===== src/rtl/iq_interpolator_if.sv =====
// Sample and strobe bundle between a baseband source and one iq_interpolator rail.
// A sample moves on every clk edge where in_valid && in_ready; in_sample must be held while in_valid waits.
interface iq_interpolator_if #(
  parameter int NBITS = 16
);
  logic                    cic_40_pulse;
  logic signed [NBITS-1:0] in_sample;
  logic                    in_valid;
  logic                    in_ready;
  logic signed [NBITS-1:0] out_sample;
  logic                    out_valid;
  logic                    underrun;

  modport master (
    output cic_40_pulse, in_sample, in_valid,
    input  in_ready, out_sample, out_valid, underrun
  );

  modport slave (
    input  cic_40_pulse, in_sample, in_valid,
    output in_ready, out_sample, out_valid, underrun
  );
endinterface


===== src/rtl/iq_interpolator.sv =====
// Linear-interpolating upsampler for one I or Q rail: each output-rate pulse emits a
// point on the line from prev to cur, stepping 2^ABITS points per input sample.
module iq_interpolator #(
  parameter int NBITS = 16,
  parameter int ABITS = 2
) (
  input  logic               clk,
  input  logic               rst,
  iq_interpolator_if.slave   bus,
  output logic [1:0]         dbg_state
);

  localparam int AW = NBITS + ABITS + 1;

  typedef enum logic [1:0] {
    EMPTY = 2'd0,
    ONE   = 2'd1,
    RUN   = 2'd2
  } state_t;

  state_t                  state_q, state_d;
  logic signed [NBITS-1:0] prev_q, prev_d;
  logic signed [NBITS-1:0] cur_q, cur_d;
  logic signed [NBITS-1:0] nxt_q, nxt_d;
  logic                    nxt_full_q, nxt_full_d;
  logic signed [AW-1:0]    acc_q, acc_d;
  logic [ABITS-1:0]        phase_q, phase_d;
  logic signed [NBITS-1:0] out_sample_q, out_sample_d;
  logic                    out_valid_q, out_valid_d;
  logic                    underrun_q, underrun_d;
  logic                    in_ready_q, in_ready_d;

  logic                    xfer;
  logic                    seg_end;
  logic signed [NBITS:0]   diff;
  logic signed [AW-1:0]    diff_ext;
  logic signed [AW-1:0]    cur_scaled;

  assign xfer       = bus.in_valid && in_ready_q;
  assign seg_end    = bus.cic_40_pulse && (phase_q == '1);
  assign diff       = {cur_q[NBITS-1], cur_q} - {prev_q[NBITS-1], prev_q};
  assign diff_ext   = {{ABITS{diff[NBITS]}}, diff};
  // acc holds prev scaled by 2^ABITS, so the old cur becomes the next segment's start point
  assign cur_scaled = {cur_q[NBITS-1], cur_q, {ABITS{1'b0}}};

  always_comb begin
    state_d      = state_q;
    prev_d       = prev_q;
    cur_d        = cur_q;
    nxt_d        = nxt_q;
    nxt_full_d   = nxt_full_q;
    acc_d        = acc_q;
    phase_d      = phase_q;
    out_sample_d = out_sample_q;
    out_valid_d  = 1'b0;
    underrun_d   = 1'b0;

    case (state_q)
      EMPTY: begin
        if (xfer) begin
          cur_d   = bus.in_sample;
          state_d = ONE;
        end
      end
      ONE: begin
        if (xfer) begin
          prev_d  = cur_q;
          cur_d   = bus.in_sample;
          acc_d   = cur_scaled;
          phase_d = '0;
          state_d = RUN;
        end
      end
      RUN: begin
        if (xfer) begin
          nxt_d      = bus.in_sample;
          nxt_full_d = 1'b1;
        end
        if (bus.cic_40_pulse) begin
          // arithmetic shift floors; the result lies between prev and cur so the slice is lossless
          out_sample_d = acc_q[ABITS +: NBITS];
          out_valid_d  = 1'b1;
          acc_d        = acc_q + diff_ext;
          phase_d      = phase_q + 1'b1;
          if (seg_end) begin
            prev_d  = cur_q;
            phase_d = '0;
            acc_d   = cur_scaled;
            if (nxt_full_q) begin
              cur_d      = nxt_q;
              nxt_full_d = 1'b0;
            end else begin
              underrun_d = 1'b1;
            end
          end
        end
      end
      default: state_d = EMPTY;
    endcase

    in_ready_d = !nxt_full_d;
  end

  always_ff @(posedge clk or negedge rst) begin
    if (!rst) begin
      state_q      <= EMPTY;
      prev_q       <= '0;
      cur_q        <= '0;
      nxt_q        <= '0;
      nxt_full_q   <= 1'b0;
      acc_q        <= '0;
      phase_q      <= '0;
      out_sample_q <= '0;
      out_valid_q  <= 1'b0;
      underrun_q   <= 1'b0;
      in_ready_q   <= 1'b1;
    end else begin
      state_q      <= state_d;
      prev_q       <= prev_d;
      cur_q        <= cur_d;
      nxt_q        <= nxt_d;
      nxt_full_q   <= nxt_full_d;
      acc_q        <= acc_d;
      phase_q      <= phase_d;
      out_sample_q <= out_sample_d;
      out_valid_q  <= out_valid_d;
      underrun_q   <= underrun_d;
      in_ready_q   <= in_ready_d;
    end
  end

  assign bus.in_ready   = in_ready_q;
  assign bus.out_sample = out_sample_q;
  assign bus.out_valid  = out_valid_q;
  assign bus.underrun   = underrun_q;
  assign dbg_state      = state_q;

endmodule

===== src/flat_wrapper.sv =====
// flat-port wrapper written by rule: the top's interface ports become plain ports
module iq_interpolator_flat 
#(
  parameter int NBITS = 16,
  parameter int ABITS = 2
)
  (clk, rst, dbg_state, bus_cic_40_pulse, bus_in_sample, bus_in_valid, bus_in_ready, bus_out_sample, bus_out_valid, bus_underrun);
  iq_interpolator_if #(.NBITS(NBITS)) bus_i ();
  input  logic clk;
  input  logic rst;
  output logic [1:0] dbg_state;
  input wire logic [$bits(bus_i.cic_40_pulse)-1:0] bus_cic_40_pulse;
  input wire logic [$bits(bus_i.in_sample)-1:0] bus_in_sample;
  input wire logic [$bits(bus_i.in_valid)-1:0] bus_in_valid;
  output wire logic [$bits(bus_i.in_ready)-1:0] bus_in_ready;
  output wire logic [$bits(bus_i.out_sample)-1:0] bus_out_sample;
  output wire logic [$bits(bus_i.out_valid)-1:0] bus_out_valid;
  output wire logic [$bits(bus_i.underrun)-1:0] bus_underrun;
  assign bus_i.cic_40_pulse = bus_cic_40_pulse;
  assign bus_i.in_sample = bus_in_sample;
  assign bus_i.in_valid = bus_in_valid;
  assign bus_in_ready = bus_i.in_ready;
  assign bus_out_sample = bus_i.out_sample;
  assign bus_out_valid = bus_i.out_valid;
  assign bus_underrun = bus_i.underrun;
  iq_interpolator #(.NBITS(NBITS), .ABITS(ABITS)) u_core (.clk(clk), .rst(rst), .bus(bus_i), .dbg_state(dbg_state));
endmodule

===== config.mk =====
export PLATFORM = sky130hd
export DESIGN_NAME = iq_interpolator_flat
export DESIGN_NICKNAME = d
export VERILOG_FILES = /design/src/rtl/iq_interpolator_if.sv /design/src/rtl/iq_interpolator.sv /design/src/flat_wrapper.sv
export SDC_FILE = /design/constraint.sdc
export NUM_CORES = 1
export LEC_CHECK = 0
export ABC_CLOCK_PERIOD_IN_PS = 5700
export BUFFER_PORTS_ARGS = -buffer_cell sky130_fd_sc_hd__clkbuf_2
export CORE_AREA = 2 2 105 107
export DETAILED_ROUTE_END_ITERATION = 16
export DIE_AREA = 0 0 107 109
export GPL_TIMING_DRIVEN = 0
export PLACE_DENSITY = 0.67
export SLEW_MARGIN = 10
export SYNTH_ARGS = -nofsm -noshare
export SYNTH_HDL_FRONTEND = slang
export SYNTH_SLANG_ARGS = --single-unit

===== constraint.sdc =====
create_clock -name clk -period 5.7 [get_ports clk]
set_input_delay 1.425 -clock clk [delete_from_list [all_inputs] [get_ports clk]]
set_output_delay 1.425 -clock clk [all_outputs]
set_load 0.03 [all_outputs]

==> results of run 1 <==
stage by stage:
step	util, %	hold WS [ns]
global route	52.4	0.521
global placement	50.2	0.462
finish	52.4	0.482
detailed placement	50.5	0.468
floorplan	-	0.439
CTS	52.4	0.490
routing by layer:
metal | up-vias | global-route usage (%)
met2 | 91 | 31.8
met5 | - | 0
met4 | 0 | 8.63
met1 | 1761 | 26.9
met3 | 16 | 2.51
li1 | 1736 | -
registers in the layout, summed over array words and instances, names as in the netlist:
signal and flops:
u_core.nxt_q 16, u_core.nxt_full_q 1, u_core.acc_q 18, u_core.bus.out_valid 1
u_core.phase_q 2, u_core.prev_q 16, u_core.bus.out_sample 16, u_core.bus.in_ready 1
u_core.cur_q 16, u_core.dbg_state 2, u_core.bus.underrun 1
cells by family (layout without fill, tap and decap cells):
kind of cell / after synthesis / after routing / synth area share [%]
xor gates and xnor gates: 15 / 15 / 2.66
adders and majority gates: 36 / 36 / 11.7
muxes: 51 / 51 / 11.1
AOI/OAI and AO/OA: 106 / 106 / 13.4
and+or+nand+nor: 101 / 101 / 8.95
DFF: 90 / 90 / 45.5
buffers and inverters: 87 / 144 / 6.68
critical path, stage by stage (launching register included):
cell	delay, ns
dfrtp_1	0.41
inv_1	0.08
fa_1	0.50
inv_1	0.07
fa_1	0.47
a21o_1	0.20
a21oi_1	0.27
o21ai_0	0.19
a41oi_1	0.46
o21ai_0	0.20
mux2i_1	0.15
a221o_1	0.26
area by class of cell:
class / instances / area, µm² / area share, %
multi-input combinational: 309 / 2360 / 42.5
sequential: 90 / 2250 / 40.6
inverter: 69 / 259 / 4.66
timing repair buffer: 41 / 230 / 4.14
tap: 140 / 175 / 3.15
clock buffer: 10 / 138 / 2.48
buffer: 18 / 71.3 / 1.28
clock inverter: 6 / 65.1 / 1.17
cells in the final DEF, fill, tap and decap left out, types with 4 or more instances in the layout:
cell      synthesis  routed
xnor2_1          11      11
nor2_1           31      31
o21ai_0          31      31
mux2_2           32      32
clkbuf_8          0      10
a211oi_1          5       5
nand2_1          43      43
ha_1             19      19
fa_1             17      17
mux2i_1          19      19
inv_1            69      69
a21oi_1          36      36
a22oi_1           7       7
clkbuf_2          0      39
dfrtp_1          89      89
nand3_1           6       6
a21o_1            5       5
clkbuf_1         13      13
xor2_1            4       4
path summary, 6_finish.rpt:
path,startpoint,end,slack (ns),depth (start not counted)
max reg2reg,u_core.cur_q[1]$_DFFE_PN0P_,u_core.acc_q[14]$_DFFE_PN0P_,2.34,11
min in group asynchronous,rst,u_core.bus.out_sample[14]$_DFFE_PN0P_,1.00,1
min reg2reg,u_core.bus.out_sample[15]$_DFFE_PN0P_,u_core.bus.out_sample[15]$_DFFE_PN0P_,0.48,2
max in group asynchronous,rst,u_core.bus.in_ready$_DFF_PN1_,4.03,2
min,u_core.bus.out_sample[15]$_DFFE_PN0P_,u_core.bus.out_sample[15]$_DFFE_PN0P_,0.48,2
max,u_core.cur_q[1]$_DFFE_PN0P_,u_core.acc_q[14]$_DFFE_PN0P_,2.34,11
==> impl_metrics.tcl, run 1 <==
set metrics [dict create \
    synth_top_cells_by_count "dfrtp_1 (89), inv_1 (69), nand2_1 (43)" \
    cts_buffers 9 \
    syn_area_mm2 0.00495 \
    setup_tns_ns 0 \
    rows 38 \
    placed_area_mm2 0.00535 \
    crit_fanout 4 \
    yosysTopAreaCell "dfrtp_1" \
    synth_top_area_share_pct 45.0 \
    h-tree-depth 3 \
    nets 594 \
    path_clk_slew_ns 0.09 \
    die_h_um 109 \
    first_iter_violations 192 \
    final_cell_area_mm2 0.00556 \
    worst_slack_ns 2.34 \
    hold_class "flip-flop to flip-flop" \
    wl_met1_um 4750 \
    critical_path_required_ns 5.97 \
    ys_seq_area_share_pct 45.5 \
    crit_type "flip-flop to flip-flop" \
    dp_hpwl_um 7810 \
    dr_wl_met3_um 477 \
    grt_pass1_vias 3588 \
    synthCells 486 \
    ios 41 \
    post-cts-setup-buffers 0 \
    gp_congestion 0.879 \
    async_flop_share_pct 100 \
    synth_edf_count 0 \
    slew_headroom_pct 56.2 \
    dr_total_vias 3604 \
    floorplan.initialDensity_pct 46.7 \
    synth-warning-count 0 \
    synth_cell_types 50 \
    die_w_um 107 \
    routedWlPerCell_um 15.1 \
    start_kind "flip-flop" \
    antenna_found_initial 0 \
    ant_nets 0 \
    dp_cells 667 \
    grt_first_pass_wirelength_um 17500 \
    worst_pin_slew_ns 0.656 \
    drv_cap 0 \
    top_layer_used "met4" \
    drive_gt1_share_pct 18.6 \
    ys_dominant_reg_cell "dfrtp_1" \
    fin_skew_ns 0.00950 \
    cts_tree "built" \
    core-area_mm2 0.0106 \
    first_pass_iters 4 \
    outcome "complete, no violations" \
    wl_um 10300 \
    area_growth_syn_to_layout_pct 12.3 \
    cts_resized 0 \
    drv_slew 0 \
    cts_hold_buf 0 \
    rsz0062_at_grt "no" \
    fillers 995 \
    grt_max_degree 61 \
    synth.avg_cell_area_um2 10.2 \
    synth.most_common_cell "dfrtp_1" \
    synthTopCellsByArea "dfrtp_1 (45%), mux2_2 (7.3%), fa_1 (6.9%)" \
    n_antenna_cell 0 \
    post_drt_via_cell_ratio 5.28 \
    synthesis.nets 542 \
    worst_ep_arrival_time_ns 3.64 \
    wl_met2_um 4870 \
    root_buffer "clkbuf_8" \
    clkLatencyLatePin_ns 0.38 \
    min_period_ns 3.36 \
    clk_path_buf_depth 2 \
    drc 0 \
    finalHoldViolations 0 \
    grt_overflow_total 0 \
    dieArea_mm2 0.0117 \
    cp-end-kind "flip-flop" \
    synth-seq-cells 90 \
    period_share_pct 59.0 \
    fmax_ghz 0.297 \
    grtUsageTotal_pct 19.7 \
    setup_violations 0 \
    pre_cts_slack_ns 2.35 \
    fin_cells 683 \
    numClockSinks 90 \
    port_buffers 40 \
]
Power of run 1 is not shown: default switching activity piles up to over one toggle a cycle in this logic, so the estimate is an artifact.
==> run 2: changes to the inputs <==
--- a/config.mk
+++ b/config.mk
@@ -5,7 +5,7 @@
 export SDC_FILE = /design/constraint.sdc
 export NUM_CORES = 1
 export LEC_CHECK = 0
-export ABC_CLOCK_PERIOD_IN_PS = 5700
+export ABC_CLOCK_PERIOD_IN_PS = 3100
 export BUFFER_PORTS_ARGS = -buffer_cell sky130_fd_sc_hd__clkbuf_2
 export CORE_AREA = 2 2 105 107
 export DETAILED_ROUTE_END_ITERATION = 16
==> constraint.sdc (replaced) <==
create_clock -name clk -period 3.1 [get_ports clk]
set_input_delay 0.775 -clock clk [delete_from_list [all_inputs] [get_ports clk]]
set_output_delay 0.775 -clock clk [all_outputs]
set_load 0.03 [all_outputs]
==> run 2 against run 1 <==
Sequential share of layout area down 2.1 points. Via count up 3.6%. Wire length up 7.0%. Clock skew up 0.00078 ns. Cell count up 3.2%. Non-clock buffer count up 22. Flip-flop and latch count unchanged. Fmax up 9.8%. Hold slack worse by 0.13 ns. Critical path depth unchanged. Global-route usage up 0.62 points.
==> impl_metrics.tcl, run 2 (synthesized netlist as in run 1, its figures left out) <==
set metrics [dict create \
    outcome "complete, no violations" \
    grt_first_pass_wirelength_um 18000 \
    fin_cells 705 \
    nets 616 \
    grt_util_met3_pct 2.51 \
    post_drt_via_cell_ratio 5.30 \
    die_w_um 107 \
    routedWlPerCell_um 15.7 \
    rows 38 \
    grt_overflow_total 0 \
    root_buffer "clkbuf_8" \
    floorplan.initialDensity_pct 46.7 \
    cts_buffers 9 \
    min_period_ns 3.06 \
    max_stage_delay_ns 0.62 \
    ant_nets 0 \
    ios 41 \
    crit_family "compound AO/OA/AOI/OAI gates" \
    critical_path_required_ns 3.35 \
    crit_type "flip-flop to flip-flop" \
    final_common_cell "dfrtp_1" \
    period_share_pct 98.8 \
    drive_gt1_share_pct 26.5 \
    cp-end-kind "flip-flop" \
    dr_total_vias 3735 \
    grtUsageMet2_pct 32.5 \
    final_util_pct 55.4 \
    drv_slew 0 \
    n_antenna_cell 0 \
    fmax_ghz 0.327 \
    finalHoldViolations 0 \
    path_clk_slew_ns 0.09 \
    rsz0062_at_grt "yes" \
    worstPathCellList "inv_1 > fa_1 > inv_2 > ha_4 > a21oi_2 > nand4b_1 > a2111oi_4 > nor4_4 > a211oi_4 > mux2i_1 > a32oi_1" \
    dp_cells 667 \
    worst_pin_slew_ns 0.655 \
    met1_usage_pct 27.9 \
    slew_headroom_pct 56.3 \
    drv_cap 0 \
    clkLatencyLatePin_ns 0.39 \
    layout_common_cells "dfrtp_1 (86), inv_1 (63), nand2_1 (41)" \
    grtUsageTotal_pct 20.3 \
    crit_buf_inv 2 \
    antenna_found_initial 0 \
    drc 0 \
    grt_pass1_vias 3643 \
    first_pass_iters 5 \
    top_register "u_core.acc_q" \
    core-area_mm2 0.0106 \
    setup_violations 0 \
    grt_max_degree 61 \
    dieArea_mm2 0.0117 \
    gp_congestion 0.879 \
    numClockSinks 90 \
    area_growth_syn_to_layout_pct 18.7 \
    hold_class "input pin to async pin" \
    largest_reg_flops 18 \
    final_cell_area_mm2 0.00587 \
    fin_skew_ns 0.0103 \
    slowest_stage "a2111oi_4" \
    cts_tree "built" \
    dp_hpwl_um 7810 \
    wl_um 11000 \
    first_iter_violations 227 \
    clk_path_buf_depth 2 \
    port_buffers 40 \
    worst_ep_arrival_time_ns 3.31 \
    start_kind "flip-flop" \
    crit_fanout 4 \
    die_h_um 109 \
    busiest_layer "met2" \
    h-tree-depth 3 \
    placed_area_mm2 0.00535 \
]
run 2: cell types whose count changed in the layout (fill, tap and decap cells not counted), moves of 4 or more:
cell     before  now
ha_1         19    9
ha_4          0    5
a21oi_1      36   32
inv_2         0    6
inv_1        69   63
buf_4         0   22
ha_2          0    5
run 2: worst reg2reg max path: cells and delay by family, from the launching register on:
| kind | cells | cell delay, ns |
|---|---|---|
| compound gates | 4 | 1.04 |
| fa+ha+maj | 2 | 0.76 |
| buf+inv | 2 | 0.13 |
| flops | 1 | 0.40 |
| mux | 1 | 0.23 |
| simple gates | 2 | 0.36 |
run 2: cell type report:
cell class                      count  area (µm²)
Clock buffer                       10         138
Sequential cell                    90        2260
Inverter                           69         259
Tap cell                          140         175
Timing Repair Buffer               63         395
Clock inverter                      6        65.1
Multi-Input combinational cell    309        2510
Buffer                             18        71.3
Fill cell                         960        4730
run 2: metal layers:
layer	part of all wire (%)	wire (µm)
met1	45	4960
met2	48	5270
met3	4.8	527
met4	2.6	282
met5	0	0
run 2: path summary, 6_finish.rpt:
path | from | endpoint | slack, ns | cells past startpoint
setup / recovery | u_core.cur_q[1]$_DFFE_PN0P_ | u_core.acc_q[17]$_DFFE_PN0P_ | 0.04 | 11
hold / removal | rst | u_core.bus.out_sample[14]$_DFFE_PN0P_ | 0.35 | 1
setup reg to reg | u_core.cur_q[1]$_DFFE_PN0P_ | u_core.acc_q[17]$_DFFE_PN0P_ | 0.04 | 11
hold reg to reg | u_core.bus.out_sample[15]$_DFFE_PN0P_ | u_core.bus.out_sample[15]$_DFFE_PN0P_ | 0.48 | 2
max in group asynchronous | rst | u_core.bus.in_ready$_DFF_PN1_ | 2.08 | 2
min in group clk | u_core.bus.out_sample[15]$_DFFE_PN0P_ | u_core.bus.out_sample[15]$_DFFE_PN0P_ | 0.48 | 2
run 2: through the flow:
stage | setup TNS, ns | worst slack [ns] | hold slack [ns]
6_report | 0 | 0.0381 | 0.348
5_1_grt | -0.104 | -0.0699 | 0.386
4_1_cts | 0 | 0.00329 | 0.359
3_5_place_dp | -0.481 | -0.208 | 0.468
3_3_place_gp | -0.416 | -0.222 | 0.462
2_1_floorplan | 0 | 0.165 | 0.439
run 2: repair_timing:
| action | CTS | global route |
|---|---|---|
| pin swaps | 4 | 13 |
| hold buffers | 0 | 0 |
| resized for setup | 9 | 26 |
| endpoints found under the setup margin | 5 | 4 |
| buffers inserted | 5 | 17 |
Power of run 2 is left out for the same reason.
==> run 3: changes to the inputs <==
--- a/config.mk
+++ b/config.mk
@@ -5,11 +5,12 @@
 export SDC_FILE = /design/constraint.sdc
 export NUM_CORES = 1
 export LEC_CHECK = 0
+export ABC_AREA = 1
 export ABC_CLOCK_PERIOD_IN_PS = 3100
 export BUFFER_PORTS_ARGS = -buffer_cell sky130_fd_sc_hd__clkbuf_2
-export CORE_AREA = 2 2 105 107
+export CORE_AREA = 2 2 107 109
 export DETAILED_ROUTE_END_ITERATION = 16
-export DIE_AREA = 0 0 107 109
+export DIE_AREA = 0 0 109 111
 export GPL_TIMING_DRIVEN = 0
 export PLACE_DENSITY = 0.67
 export SLEW_MARGIN = 10
==> run 3 against run 2 <==
Flip-flop and latch count stayed put. Clock skew decreased by 0.0047 ns. Fmax up 21%. Global-route usage is 1.7 points higher. Highest routed layer unchanged. Die area is 3.7% higher. Wire length up 9.0%. Clock-buffer cell count is the same. Synthesized cell count grew 34%.
==> impl_metrics.tcl, run 3 <==
set metrics [dict create \
    fmax_ghz 0.395 \
    start_kind "flip-flop" \
    antenna_found_initial 0 \
    synth_top_cells_by_count "nand2_1 (166), inv_1 (120), dfrtp_1 (89)" \
    slowest_stage "fa_1" \
    hold_class "input pin to async pin" \
    worstPathCellList "inv_1 > fa_1 > inv_1 > ha_1 > nand2_1 > o21ai_1 > nand2_1 > nand2_1 > nand2_1 > nand3_1 > nand3_1 > nand2_1 > nand2_1" \
    clk_path_buf_depth 2 \
    core-area_mm2 0.0111 \
    multi_input_area_mm2 0.00234 \
    cts_tree "built" \
    drv_slew 0 \
    drv_cap 0 \
    synth-seq-cells 90 \
    outcome "complete, no violations" \
    area_growth_syn_to_layout_pct 14.2 \
    synth_top_area_share_pct 43.0 \
    die_w_um 109 \
    synth-warning-count 0 \
    crit_family "adder cells" \
    numClockSinks 90 \
    cts_resized 0 \
    grtUsageTotal_pct 22.0 \
    crit_buf_inv 2 \
    h-tree-depth 3 \
    max_stage_delay_ns 0.56 \
    worst_ep_arrival_time_ns 2.77 \
    worst_pin_slew_ns 0.641 \
    dp_hpwl_um 9180 \
    routedWlPerCell_um 14.2 \
    top_register "u_core.acc_q" \
    crit_fanout 6 \
    grtUsageMet2_pct 34.3 \
    syn_area_mm2 0.00517 \
    fin_skew_ns 0.00554 \
    critPathMostFrequentCell "nand2_1" \
    busiest_layer "met2" \
    rows 39 \
    cp-end-kind "flip-flop" \
    cts_buffers 9 \
    synth.avg_cell_area_um2 7.97 \
    wl_um 12000 \
    fillers 1026 \
    rsz0062_at_grt "no" \
    synthTopCellsByArea "dfrtp_1 (43%), nand2_1 (12%), inv_1 (8.7%)" \
    met1_usage_pct 30.9 \
    first_iter_violations 374 \
    critical_path_required_ns 3.34 \
    grt_max_degree 54 \
    min_period_ns 2.53 \
    n_antenna_cell 0 \
    dr_total_vias 4301 \
    ys_seq_area_share_pct 43.5 \
    port_buffers 40 \
    nets 757 \
    crit_type "flip-flop to flip-flop" \
    gp_congestion 0.939 \
    grt_pass1_vias 4261 \
    post-cts-setup-buffers 0 \
    layout_common_cells "nand2_1 (166), inv_1 (120), dfrtp_1 (89)" \
    cts_hold_buf 0 \
    ant_nets 0 \
    synth_edf_count 0 \
    root_buffer "clkbuf_16" \
    setup_tns_ns 0 \
    async_flop_share_pct 100 \
    grt_util_met3_pct 3.06 \
    setup_violations 0 \
    die_h_um 111 \
    path_clk_slew_ns 0.07 \
    drive_gt1_share_pct 12.3 \
    dieArea_mm2 0.0121 \
    post_drt_via_cell_ratio 5.07 \
    first_pass_iters 5 \
    synth_cell_types 32 \
    yosysTopAreaCell "dfrtp_1" \
    final_common_cell "nand2_1" \
    synthesis.nets 705 \
    period_share_pct 81.6 \
    largest_reg_flops 18 \
    seq_area_mm2 0.00225 \
    ys_dominant_reg_cell "dfrtp_1" \
    ios 41 \
    finalHoldViolations 0 \
    synthCells 649 \
    drc 0 \
    slew_headroom_pct 57.3 \
    grt_first_pass_wirelength_um 20700 \
    grt_overflow_total 0 \
    floorplan.initialDensity_pct 46.7 \
    clkLatencyLatePin_ns 0.34 \
    synth.most_common_cell "nand2_1" \
]
[run 3: logic make-up after synthesis]
kind of cell,synth area share (%)
xor+xnor,0.846
buf+inv,11.2
compound gates,14.5
simple gates,18.7
fa+ha+maj,11.2
flops,43.5
[run 3: worst reg2reg max path, cell delays in order (launching register included)]
cell and delay [ns]:
dfrtp_1 0.36, inv_1 0.08, fa_1 0.56, inv_1 0.05
ha_1 0.36, nand2_1 0.10, o21ai_1 0.27, nand2_1 0.08
nand2_1 0.15, nand2_1 0.09, nand3_1 0.07, nand3_1 0.12
nand2_1 0.08, nand2_1 0.04
[run 3: cell type report]
| cell class | instances | area share, % |
|---|---|---|
| buffer | 19 | 1.88 |
| sequential | 90 | 38.1 |
| multi-input combinational | 415 | 39.6 |
| inverter | 125 | 7.94 |
| clock inverter | 6 | 1.48 |
| timing repair buffer | 41 | 3.90 |
| clock buffer | 10 | 4.04 |
| tap | 143 | 3.03 |
[run 3: stage by stage]
| step | area, µm² | std cells | utilization [%] | hold slack (ns) | worst slack, ns |
|---|---|---|---|---|---|
| 6_report | 5910 | 849 | 53.4 | 0.445 | 0.569 |
| 3_5_place_dp | 5580 | 833 | 50.4 | 0.467 | 0.589 |
| 4_1_cts | 5910 | 849 | 53.4 | 0.459 | 0.581 |
| 5_1_grt | 5910 | 849 | 53.4 | 0.489 | 0.397 |
| 2_1_floorplan | 5170 | 649 | - | 0.449 | 0.866 |
| 3_3_place_gp | 5550 | 832 | 50.1 | 0.464 | 0.228 |
[run 3: worst paths after layout]
check | cells past startpoint | from | slack, ns | endpoint
max | 13 | u_core.acc_q[2]$_DFFE_PN0P_ | 0.57 | u_core.acc_q[12]$_DFFE_PN0P_
min | 1 | rst | 0.45 | u_core.prev_q[2]$_DFFE_PN0P_
max reg2reg | 13 | u_core.acc_q[2]$_DFFE_PN0P_ | 0.57 | u_core.acc_q[12]$_DFFE_PN0P_
min reg2reg | 2 | u_core.acc_q[11]$_DFFE_PN0P_ | 0.49 | u_core.acc_q[11]$_DFFE_PN0P_
max in group asynchronous | 2 | rst | 2.01 | u_core.bus.out_sample[10]$_DFFE_PN0P_
min in group clk | 2 | u_core.acc_q[11]$_DFFE_PN0P_ | 0.49 | u_core.acc_q[11]$_DFFE_PN0P_
[run 3: layer usage]
layer,vias up,share of wire (%)
met4,0,2.7
met1,2014,47
met3,21,4.4
met2,112,45
li1,2154,-
met5,-,0
Power of run 3 is left out for the same reason.
